**src/rtl/mod_updown_counter.sv**
```systemverilog
// Up/down counter with programmable modulus, parallel load, wrap/saturate mode,
// sticky overflow flag and a combinational terminal count for cascading.
module mod_updown_counter #(
  parameter int unsigned N   = 4,
  parameter int unsigned MOD = 2**N
) (
  input  logic         clk,
  input  logic         clr,
  input  logic         cnten,
  input  logic         up,
  input  logic         sat,
  input  logic         ld,
  input  logic [N-1:0] ldval,
  input  logic         ovclr,
  output logic [N-1:0] out,
  output logic         tc,
  output logic         ov
);

  // The modulus may equal 2**N, so form the max value one bit wider before narrowing.
  localparam logic [N:0]   MAXV_WIDE = (N+1)'(MOD - 1);
  localparam logic [N-1:0] MAXV      = MAXV_WIDE[N-1:0];

  logic [N-1:0] out_q, out_d;
  logic         ov_q, ov_d;
  logic         at_end;

  assign at_end = up ? (out_q == MAXV) : (out_q == '0);
  assign tc     = cnten & ~ld & ~clr & at_end;
  assign out    = out_q;
  assign ov     = ov_q;

  // Next-state: clr > ld > count > hold; an overflow event beats ovclr.
  always_comb begin
    out_d = out_q;
    ov_d  = ov_q;
    if (ovclr) begin
      ov_d = 1'b0;
    end
    if (clr) begin
      out_d = '0;
      ov_d  = 1'b0;
    end else if (ld) begin
      out_d = (ldval > MAXV) ? MAXV : ldval;
    end else if (cnten) begin
      if (at_end) begin
        ov_d = 1'b1;
        if (!sat) begin
          out_d = up ? '0 : MAXV;
        end
      end else begin
        out_d = up ? (out_q + N'(1)) : (out_q - N'(1));
      end
    end
  end

  always_ff @(posedge clk) begin
    out_q <= out_d;
    ov_q  <= ov_d;
  end

endmodule

```
**config.mk**
```make
export PLATFORM = sky130hd
export DESIGN_NAME = mod_updown_counter
export DESIGN_NICKNAME = d
export VERILOG_FILES = /design/src/rtl/mod_updown_counter.sv
export SDC_FILE = /design/constraint.sdc
export NUM_CORES = 1
export LEC_CHECK = 0
export BUFFER_PORTS_ARGS = -buffer_cell sky130_fd_sc_hd__buf_2
export CAP_MARGIN = 20
export CORE_AREA = 10 10 49 51
export CTS_CLUSTER_DIAMETER = 100
export CTS_CLUSTER_SIZE = 28
export DETAILED_ROUTE_END_ITERATION = 7
export DIE_AREA = 0 0 59 61
export PLACE_DENSITY = 0.57
export SYNTH_ARGS = -nofsm -noshare
export SYNTH_HDL_FRONTEND = slang
export SYNTH_SLANG_ARGS = --single-unit
```
**constraint.sdc**
```tcl
create_clock -name clk -period 1.85 [get_ports clk]
set_input_delay 0.2775 -clock clk [delete_from_list [all_inputs] [get_ports clk]]
set_output_delay 0.2775 -clock clk [all_outputs]
set_load 0.03 [all_outputs]
```
==> impl_metrics.env <==
export IMPL_status="finished clean"
export IMPL_initial_core_util_pct=28.6
export IMPL_drv_slew=0
export IMPL_yosys_area_top_type="dfxtp_1"
export IMPL_ys_seq_area_share_pct=23.8
export IMPL_grt_setup_unrepaired="true"
export IMPL_ys_seq_elements=5
export IMPL_stdcell_area_um2=608
export IMPL_htreeDepth=1
export IMPL_synth_simple_area_share_pct=24.7
export IMPL_finalCritPeriodShare_pct=97.9
export IMPL_ir_worst_vdd_mv=0.352
export IMPL_skew_ns=0.00457
export IMPL_wl_per_cell_um=13.5
export IMPL_synthAdderAreaFrac_pct=10.7
export IMPL_viasPerCell=4.90
export IMPL_setup_ws_ns=0.0384
export IMPL_mostFrequentLayoutCells="buf_2 (15), inv_1 (5), a21oi_1 (5), buf_4 (5)"
export IMPL_grt_use_total_pct=6.73
export IMPL_synth_top_area_share_pct=23.8
export IMPL_dp_final_hpwl_um=975
export IMPL_max_freq_mhz=552
export IMPL_cts_sinks=5
export IMPL_leakagePower_uw=0.000288
export IMPL_port_buffers=16
export IMPL_drtPass1Iterations=3
export IMPL_worst_pin_slew_ns=0.318
export IMPL_clkTransAtPathRegs_ns=0.05
export IMPL_ant_nets=0
export IMPL_die_area_um2=3600
export IMPL_cp_arrival_ns=1.53
export IMPL_synth_top_family_by_area="compound AO/OA/AOI/OAI gates"
export IMPL_globalplace_congestion=0.738
export IMPL_worstSkewPairLatency_ns=0.24
export IMPL_synth_compound_area_share_pct=28.9
export IMPL_p_per_area_nw_per_um2=666
export IMPL_coreArea_um2=1470
export IMPL_finalSetupViolations=0
export IMPL_avgSynthCellArea_um2=8.41
export IMPL_die_h_um=61
export IMPL_synthMuxAreaShare_pct=2.38
export IMPL_dpl_cell_area_um2=543
export IMPL_num_io_pins=17
export IMPL_slew_headroom_pct=78.2
export IMPL_cts_root_buffer="clkbuf_4"
export IMPL_rows=14
export IMPL_post_route_min_period_ns=1.81
export IMPL_final_common_cell="buf_2"
export IMPL_worstPathRequired_ns=1.57
export IMPL_cts_hold_buffers=0
export IMPL_cts_buffer_depth=2
export IMPL_cap_violations=0
export IMPL_grt_pass1_wl_um=1920
export IMPL_dieWidth_um=59
export IMPL_grt_max_degree=12
export IMPL_cp_end_kind="primary output"
export IMPL_drc=0
export IMPL_worstSetupStartpointType="register"
export IMPL_critical_path_class="reg -> out"
export IMPL_finalSetupTns_ns=0
export IMPL_holdWs_ns=0.290
export IMPL_synthXorXnorAreaFrac_pct=4.17
export IMPL_final_core_util_pct=41.3
export IMPL_synth_area_top_cells="dfxtp_1 (24%), a21oi_1 (6.0%), ha_1 (6.0%)"
export IMPL_syn_to_final_growth_pct=44.6
export IMPL_synthCells=50
export IMPL_cts_buffers_inserted=3
export IMPL_finalHoldViolations=0
export IMPL_place_ws_ns=0.129
export IMPL_antenna_found_initial=0
export IMPL_syn_area_um2=420
export IMPL_drt_iter0_drc=5
export IMPL_num_antenna_cells=0
export IMPL_drive_gt1_share_pct=45.9
export IMPL_ys_types=27
export IMPL_cts_tree="yes"
export IMPL_final_nets=89
export IMPL_vias=441
export IMPL_grt_pass1_vias=441
export IMPL_ys_warn_count=0
export IMPL_grt_overflow_total=0
export IMPL_crit_fanout=6
export IMPL_routed_wl_um=1220
export IMPL_synth_fp_nets=64
export IMPL_holdCritPathClass="in -> reg"
[critical path: stages (launching register included)]
cell and delay [ns]:
dfxtp_4 0.35, or4_4 0.50, nor2_4 0.13, o21ai_2 0.07, nor2_2 0.10, buf_6 0.14
[synth_stat cells]
| cell | instances |
|---|---|
| a21oi_1 | 5 |
| a21boi_0 | 1 |
| o31ai_1 | 1 |
| and4b_1 | 1 |
| and3_1 | 1 |
| and2_2 | 1 |
| o31a_1 | 2 |
| o21ai_0 | 2 |
| a2111oi_2 | 1 |
| nand2b_1 | 1 |
| or4_4 | 1 |
| a211oi_1 | 3 |
| or2b_1 | 1 |
| clkbuf_1 | 1 |
| fa_1 | 1 |
| a21o_1 | 1 |
| xor2_1 | 2 |
| a2111oi_0 | 1 |
| dfxtp_1 | 5 |
| mux2i_1 | 1 |
| nor2b_1 | 3 |
| and4_1 | 1 |
| inv_1 | 5 |
| ha_1 | 2 |
| nor2_1 | 2 |
| nand3_1 | 3 |
| nor3_1 | 1 |
[power breakdown]
group	internal [uW]	switching (uW)
logic	68.3	79.9
clock network	81.6	44.8
registers	119	11.2
total	269	136
[layer usage]
layer | vias up | share of wire [%] | global-route usage (%)
li1 | 238 | - | -
met5 | - | 0 | 0
met2 | 12 | 50 | 10.8
met4 | 0 | 0 | 2.95
met3 | 0 | 4.5 | 2.92
met1 | 191 | 46 | 7.59
[cell families (layout without fill, tap and decap cells)]
logic type	after synthesis	in the layout
flip-flops	5	5
buffers and inverters	6	30
multiplexers	1	1
adder cells (fa/ha/maj)	3	3
XOR/XNOR	2	2
AND/OR/NAND/NOR	16	16
AO/OA/AOI/OAI	17	17
[final timing paths]
| path | from | slack (ns) | endpoint | depth (start not counted) |
|---|---|---|---|---|
| setup / recovery | out[0] | 0.04 | tc | 5 |
| hold / removal | ldval[0] | 0.29 | out[0] | 3 |
| setup reg to reg | out[0] | 0.13 | out[2] | 6 |
| hold reg to reg | ov | 0.47 | ov | 2 |
[per-stage QoR]
stage               cells  power, uW
detailed placement     84        269
CTS                    88        406
global placement       84        268
finish                 90        405
global route           90        439
floorplan              50        219
[layout make-up]
class | instances | area [um^2]
inverters | 5 | 18.8
well taps | 16 | 20.0
multi-input cells | 39 | 312
repair buffers | 21 | 124
clock buffers | 4 | 26.3
fillers | 164 | 863
flip-flops and latches | 5 | 108
[timing repair]
action	CTS	global route
pin swaps	0	4
resized for setup	6	4
buffers inserted	0	2
endpoints found under the setup margin	1	1
endpoints found under the hold margin	0	0
[state kept, by name, summed over array words and instances (netlist names)]
| name | flops |
|---|---|
| out | 4 |
| ov | 1 |
Power figures use the tool's default switching activity.
